$ cat config.mk
export PLATFORM = sky130hd
export DESIGN_NAME = pipelined_rca_adder
export DESIGN_NICKNAME = d
export VERILOG_FILES = /design/src/rtl/pipelined_rca_adder.sv
export SDC_FILE = /design/constraint.sdc
export NUM_CORES = 1
export LEC_CHECK = 0
export BUFFER_PORTS_ARGS = -buffer_cell sky130_fd_sc_hd__buf_4
export CELL_PAD_IN_SITES_DETAIL_PLACEMENT = 1
export CELL_PAD_IN_SITES_GLOBAL_PLACEMENT = 1
export CORE_MARGIN = 2
export CORE_UTILIZATION = 44
export CTS_BUF_LIST = sky130_fd_sc_hd__clkbuf_4 sky130_fd_sc_hd__clkbuf_8
export CTS_CLUSTER_SIZE = 20
export DETAILED_ROUTE_END_ITERATION = 8
export PLACE_DENSITY_LB_ADDON = 0.12
export SETUP_SLACK_MARGIN = 0.1
export SLEW_MARGIN = 20
export SYNTH_ARGS = -nofsm -noshare
export SYNTH_HDL_FRONTEND = slang
export SYNTH_SLANG_ARGS = --single-unit
$ cat constraint.sdc
create_clock -name clk -period 2.4 [get_ports clk]
set_input_delay 0.48 -clock clk [delete_from_list [all_inputs] [get_ports clk]]
set_output_delay 0.48 -clock clk [all_outputs]
set_load 0.01 [all_outputs]
$ cat src/rtl/pipelined_rca_adder.sv
// ---------------------------------------------------------------------------
// pipelined_rca_adder
//
// Purpose:
//   WIDTH-bit two's-complement / unsigned adder whose ripple-carry chain is cut
//   into STAGES chunks of CHUNK = WIDTH/STAGES bits. Each stage adds one chunk
//   and registers its carry. Operand bits that have not been added yet travel
//   down a skew chain. Finished low sum bits travel down a deskew chain, so a
//   complete result appears at the output in one piece. A new addition can be
//   accepted every cycle, and the valid/ready handshakes allow back-pressure.
//
// Parameters:
//   WIDTH  - operand/sum width; a multiple of STAGES, at least 2
//   STAGES - pipeline depth (= latency in cycles), 1..WIDTH
//
// Ports:
//   clk       - clock, rising edge
//   rst       - synchronous reset, active-high
//   in_valid  - a/b/cin are valid this cycle
//   in_ready  - the adder accepts input this cycle (~out_valid | out_ready)
//   a, b      - operands
//   cin       - carry into bit 0
//   out_valid - sum/cout/overflow are valid
//   out_ready - downstream accepts the result
//   sum       - a + b + cin modulo 2^WIDTH
//   cout      - unsigned carry out of bit WIDTH-1
//   overflow  - signed overflow flag
//
// Optional feature (compile-time macro PIPELINED_RCA_SATURATE_EN):
//   When the macro is defined, sum is clamped to the signed limit whenever
//   overflow=1. cout and overflow still report the raw result. The operand
//   sign bits are already in the last chunk, so clamping needs no extra
//   registers.
// ---------------------------------------------------------------------------
module pipelined_rca_adder #(
  parameter int WIDTH  = 32,
  parameter int STAGES = 4
) (
  input  logic             clk,
  input  logic             rst,
  input  logic             in_valid,
  output logic             in_ready,
  input  logic [WIDTH-1:0] a,
  input  logic [WIDTH-1:0] b,
  input  logic             cin,
  output logic             out_valid,
  input  logic             out_ready,
  output logic [WIDTH-1:0] sum,
  output logic             cout,
  output logic             overflow
);

  localparam int CHUNK = WIDTH / STAGES;

  // The whole pipeline moves as a unit. Bubbles are not squeezed out, so a
  // single enable covers every stage.
  logic adv;

  assign adv      = ~out_valid | out_ready;
  assign in_ready = adv;

  for (genvar k = 0; k < STAGES; k++) begin : g_stage
    localparam int LO = k * CHUNK;   // first bit handled by this stage
    localparam int HI = LO + CHUNK;  // number of sum bits complete after it

    // a_src/b_src hold operand bits [WIDTH-1:LO]. Their low CHUNK bits are
    // this stage's chunk.
    logic [WIDTH-LO-1:0] a_src;
    logic [WIDTH-LO-1:0] b_src;
    logic                c_src;
    logic                v_src;
    logic [CHUNK:0]      chunk_sum;
    logic [HI-1:0]       s_next;
    logic [HI-1:0]       s_load;

    logic                v_q;
    logic                c_q;
    logic [HI-1:0]       s_q;

    if (k == 0) begin : g_src
      assign a_src  = a;
      assign b_src  = b;
      assign c_src  = cin;
      assign v_src  = in_valid;
      assign s_next = chunk_sum[CHUNK-1:0];
    end else begin : g_src
      assign a_src  = g_stage[k-1].g_fwd.a_q;
      assign b_src  = g_stage[k-1].g_fwd.b_q;
      assign c_src  = g_stage[k-1].c_q;
      assign v_src  = g_stage[k-1].v_q;
      assign s_next = {chunk_sum[CHUNK-1:0], g_stage[k-1].s_q};
    end

    assign chunk_sum = {1'b0, a_src[CHUNK-1:0]}
                     + {1'b0, b_src[CHUNK-1:0]}
                     + {{CHUNK{1'b0}}, c_src};

    if (k < STAGES - 1) begin : g_fwd
      // Skew chain: operand bits that later stages still have to add.
      logic [WIDTH-HI-1:0] a_q;
      logic [WIDTH-HI-1:0] b_q;

      always_ff @(posedge clk) begin
        if (rst) begin
          a_q <= '0;
          b_q <= '0;
        end else if (adv) begin
          a_q <= a_src[WIDTH-LO-1:CHUNK];
          b_q <= b_src[WIDTH-LO-1:CHUNK];
        end
      end

      assign s_load = s_next;
    end else begin : g_last
      logic sign_a;
      logic sign_b;
      logic sign_s;
      logic c_msb;
      logic ovf_next;
      logic ovf_q;

      assign sign_a   = a_src[CHUNK-1];
      assign sign_b   = b_src[CHUNK-1];
      assign sign_s   = chunk_sum[CHUNK-1];
      // The MSB sum bit is a ^ b ^ carry_in, so carry_in can be recovered
      // from the three bits. This avoids splitting the last chunk's adder.
      assign c_msb    = sign_a ^ sign_b ^ sign_s;
      assign ovf_next = c_msb ^ chunk_sum[CHUNK];

`ifdef PIPELINED_RCA_SATURATE_EN
      // Overflow only happens when both operands have the same sign, so the
      // sign of a alone selects the limit.
      assign s_load = ovf_next ? {sign_a, {(WIDTH-1){~sign_a}}} : s_next;
`else
      assign s_load = s_next;
`endif

      always_ff @(posedge clk) begin
        if (rst) begin
          ovf_q <= 1'b0;
        end else if (adv) begin
          ovf_q <= ovf_next;
        end
      end
    end

    always_ff @(posedge clk) begin
      if (rst) begin
        v_q <= 1'b0;
        c_q <= 1'b0;
        s_q <= '0;
      end else if (adv) begin
        v_q <= v_src;
        c_q <= chunk_sum[CHUNK];
        s_q <= s_load;
      end
    end
  end

  assign out_valid = g_stage[STAGES-1].v_q;
  assign sum       = g_stage[STAGES-1].s_q;
  assign cout      = g_stage[STAGES-1].c_q;
  assign overflow  = g_stage[STAGES-1].g_last.ovf_q;

endmodule

======== Word-level counts from Yosys, hierarchy flattened ========
Index checks and enable logic that the tools add are counted.
cells by class
  add/sub/neg operators ................... 8
  bitwise gates (word level) .............. 5
operator list
  operator              count
  adder 8 x 8 -> 9 bit  4
  adder 9 x 1 -> 9 bit  4
  XOR 1 bit             3
  NOT 1 bit             1
  OR 1 bit              1
storage, ports and cells
  bits in registers ....................... 185
  bits of input ports ..................... 69

======== Longest topological paths before layout ========
  word-level depth ........................ 4
  gate-level depth with buffers ........... 7

======== Worst setup path after synthesis ========
Ideal clock, no wire load.
  path kind ............................... input port to flip-flop
  start ................................... in a[0]
  end ..................................... reg g_stage[0].c_q
  data arrival time ....................... 2.087 ns
  required time ........................... 2.260 ns
  setup slack ............................. 0.173 ns
  stages .................................. 7
  buffers on the path ..................... 0
  cells stage by stage .................... fa_1 -> fa_1 -> a211oi_1 -> o21bai_1 -> a21oi_1 -> nand2b_1 -> a221oi_1
on the way
  word-level cells in the longest chain between the ends .. 2
ends and longest elaborated chain
  item                    RTL line  text
  start: declaration      43        input logic [WIDTH-1:0] a,
  adder 8 x 8 -> 9 bit    95        + {1'b0, b_src[CHUNK-1:0]}
  adder 9 x 1 -> 9 bit    96        + {{CHUNK{1'b0}}, c_src};
  end signal: assignment  154       c_q <= chunk_sum[CHUNK];
  end: declaration        77        logic c_q;
No other way between the ends.
A chain may end at the register's enable or synchronous reset.

======== Final worst setup path ========
  start ................................... reg g_stage[1].c_q
  end ..................................... reg g_stage[2].c_q
on the way
  word-level cells in the longest chain between the ends .. 1
ends and longest elaborated chain
  item                      RTL line
  start: declaration        77
  start signal: assignment  154
  adder 9 x 1 -> 9 bit      96
  end signal: assignment    154
  end: declaration          77
No other way between the ends.

==> impl_metrics.yaml <==
worst_setup_path:
  worstPathMaxFanout: 3
  crit_path_cell_trace: "fa_1 -> fa_1 -> a211oi_2 -> o21bai_1 -> a21oi_1 -> nand2b_1 -> a221oi_1"
  cp.arrival_ps: 2520
  reg2reg_depth: 7
  cp_top_family: "adder cells"
  r2r-start: "g_stage[1].c_q"
  slowest_delay_ps: 480
  worst_path_most_repeated_cell: "fa_1"
  critPathCaptureType: "flip-flop"
  cp.required_ps: 2710
  worst-setup-path-type: "flip-flop to flip-flop"
  crit_buf_inv: 0
  rrSetupSlack_ps: 190
  crit_slowest_cell: "fa_1"
  reg2reg_to: "g_stage[2].c_q"
  start_kind: "flip-flop"
placed_design:
  placement.io_buffers: 104
  place_congestion: 0.828
  dp_hpwl_um: 12900
cts:
  clk_pin_slew_ps: 100
  cts_max_level: 4
  cts_buffers: 17
  clock-sinks: 185
  cts_tree: "done"
  cts_hold_buf: 0
  cts_buffer_depth: 2
  post_cts_buffers: 0
  root_buffer: "clkbuf_8"
  worstSkewPairLatency_ps: 460
timing:
  finalSetupTns_ps: 0
  maxSlewViolCount: 0
  post-route-period-util_pct: 92.1
  max_slew_margin_pct: 63.1
  min_period_ps: 2210
  finalSetupViolCount: 0
  rsz0062_at_grt: "true"
  clock_skew_ps: 12.0
  tightest_slew_ps: 553
  hold_viol: 0
  fmax_mhz: 453
final_layout:
  fill_cells: 2104
  nNetsFinal: 1121
  final_core_util_pct: 52.7
  diodes: 0
  drive_gt1_share_pct: 16.0
  area_delta_synth_final_pct: 18.2
synthesis:
  ys_seq_area_share_pct: 48.5
  synth_top_area_cell: "dfxtp_1"
  ys_types: 39
  synth_flop_cell: "dfxtp_1"
  syn_nets: 1047
  syn_inst: 942
  ys_top_cells_by_area: "dfxtp_1, nand2_1, a21oi_1, ha_1, fa_1"
  syn_avg_cell_area_um2: 8.10
  synth_common_cells: "nand2_1, dfxtp_1, a21oi_1, buf_2, clkbuf_1"
  synth_edf_count: 0
  ys.warnings.count: 0
  synth-async-reset-ratio_pct: 0
  synth_top_area_share_pct: 48.5
  ys_ff_latch: 185
  netlist_area_mm2: 0.00763
  post-synth-top-count-cell: "nand2_1"
die:
  die_y_um: 136
  die_w_um: 136
  dieArea_mm2: 0.0184
  core_area_mm2: 0.0171
  num_io_pins: 105
  start_util_pct: 44.6
  std_cell_rows: 48
run:
  drv_cap: 0
global_routing:
  grt_pass1_vias: 6360
  grt_max_degree: 88
  grt_usage_pct: 21.3
  antenna_found_initial: 0
  grt_remaining_overflow: 0
  grt_first_pass_wirelength_um: 31500
route:
  vias: 6492
  viasPerCell: 5.18
  drc: 0
  detail_route.iter0.violations: 330
  wirelength_um: 19100
  ant_nets: 0
  firstDrtPassIters: 4
  wire_per_inst_um: 15.2
min_path:
  min_path_type: "input port to flip-flop"
  worstHoldStart: "a[27]"
  min_to: "g_stage[0].g_fwd.a_q[19]"
  holdPathStages: 3
pwr:
  fin_total_pwr_w: 0.00612
  p_leak_nw: 3.80
  power_density_mw_per_mm2: 678
  irDropWorstVdd_uv: 345
outcome:
  status: "completed"
[cells in the final DEF (no fill, tap or decap), types with 4 or more instances in the layout]
master / synthesis / layout
dfxtp_1: 185 / 185
nor4b_1: 7 / 7
o21ai_0: 13 / 13
fa_1: 8 / 7
nand2_1: 329 / 329
a211o_1: 4 / 4
nor2_1: 18 / 18
a21oi_1: 173 / 173
clkbuf_8: 0 / 21
o21bai_1: 5 / 5
nand4_1: 5 / 5
buf_4: 1 / 115
mux2i_1: 6 / 6
a21o_1: 8 / 8
o211ai_1: 6 / 6
buf_12: 0 / 4
nand3_1: 17 / 17
or4_1: 8 / 8
inv_6: 0 / 4
a211oi_1: 12 / 10
xnor2_1: 5 / 5
ha_1: 28 / 28
[metal layers]
metal / share of wire, % / vias to the layer above / global-route usage (%) / wire length, um
met2: 43 / 104 / 31.6 / 8220
met5: 0 / - / 0 / 0
li1: - / 3323 / - / -
met3: 3.5 / 17 / 3.70 / 658
met1: 52 / 3048 / 31.5 / 9950
met4: 1.2 / 0 / 6.25 / 224
[what timing repair did]
action                                  in CTS  in global routing
gates resized for setup                      0                  4
endpoints found under the setup margin       0                  4
hold endpoints to repair                     0                  0
[state kept, by name (all words and copies together), names as in the netlist]
name	cells
g_stage.s_q	48
g_stage.g_fwd.a_q	48
g_stage.v_q	3
overflow	1
out_valid	1
g_stage.g_fwd.b_q	48
sum	32
g_stage.c_q	3
cout	1
[power by group]
part	total (W)	switching, W	internal [W]
registers	0.00334	0.000100	0.00323
logic	0.000632	0.000338	0.000294
clock network	0.00215	0.00110	0.00105
total	0.00612	0.00154	0.00458
[stage by stage]
| stage | hold slack (ps) | area (um2) | instances | worst slack, ps |
|---|---|---|---|---|
| 2_1_floorplan | 432 | 7630 | 942 | 173 |
| 3_3_place_gp | 439 | 8590 | 1222 | -13.3 |
| 3_5_place_dp | 446 | 8590 | 1222 | -68.8 |
| 4_1_cts | 238 | 9000 | 1253 | 106 |
| 5_1_grt | 242 | 9020 | 1253 | 72.4 |
| 6_report | 265 | 9020 | 1253 | 190 |
[worst register-to-register path, stage by stage (launching register included)]
cell and delay [ps]:
dfxtp_1 340, fa_1 480, fa_1 460, a211oi_2 250, o21bai_1 120, a21oi_1 210, nand2b_1 130, a221oi_1 70
[area by class of cell]
type / count / area, um2 / area share, %
multi-input combinational: 690 / 3660 / 40.6
timing repair buffer: 120 / 955 / 10.6
clock inverter: 9 / 113 / 1.25
clock buffer: 22 / 297 / 3.29
tap: 225 / 282 / 3.12
inverter: 2 / 12.5 / 0.139
sequential: 185 / 3700 / 41.1
[worst max path at each step]
stage              startpoint             end  slack [ps]  depth (start not counted)
3_3_place_gp             a[0]  g_stage[0].c_q         -10                          8
6_report       g_stage[1].c_q  g_stage[2].c_q         190                          7
2_1_floorplan            a[0]  g_stage[0].c_q         170                          7
5_1_grt        g_stage[1].c_q  g_stage[2].c_q          70                          7
4_1_cts        g_stage[2].c_q        overflow         110                          7
3_5_place_dp             a[0]  g_stage[0].c_q         -70                          8
[logic make-up (layout without fill, tap and decap cells)]
| family | Yosys count | in the layout | synth area share (%) |
|---|---|---|---|
| compound gates | 242 | 242 | 18.0 |
| xor+xnor | 6 | 6 | 0.689 |
| fa+ha+maj | 36 | 36 | 6.69 |
| buf+inv | 67 | 153 | 3.85 |
| flops | 185 | 185 | 48.5 |
| mux | 6 | 6 | 0.787 |
| simple gates | 400 | 400 | 21.5 |
Power figures use the tool's default switching activity.
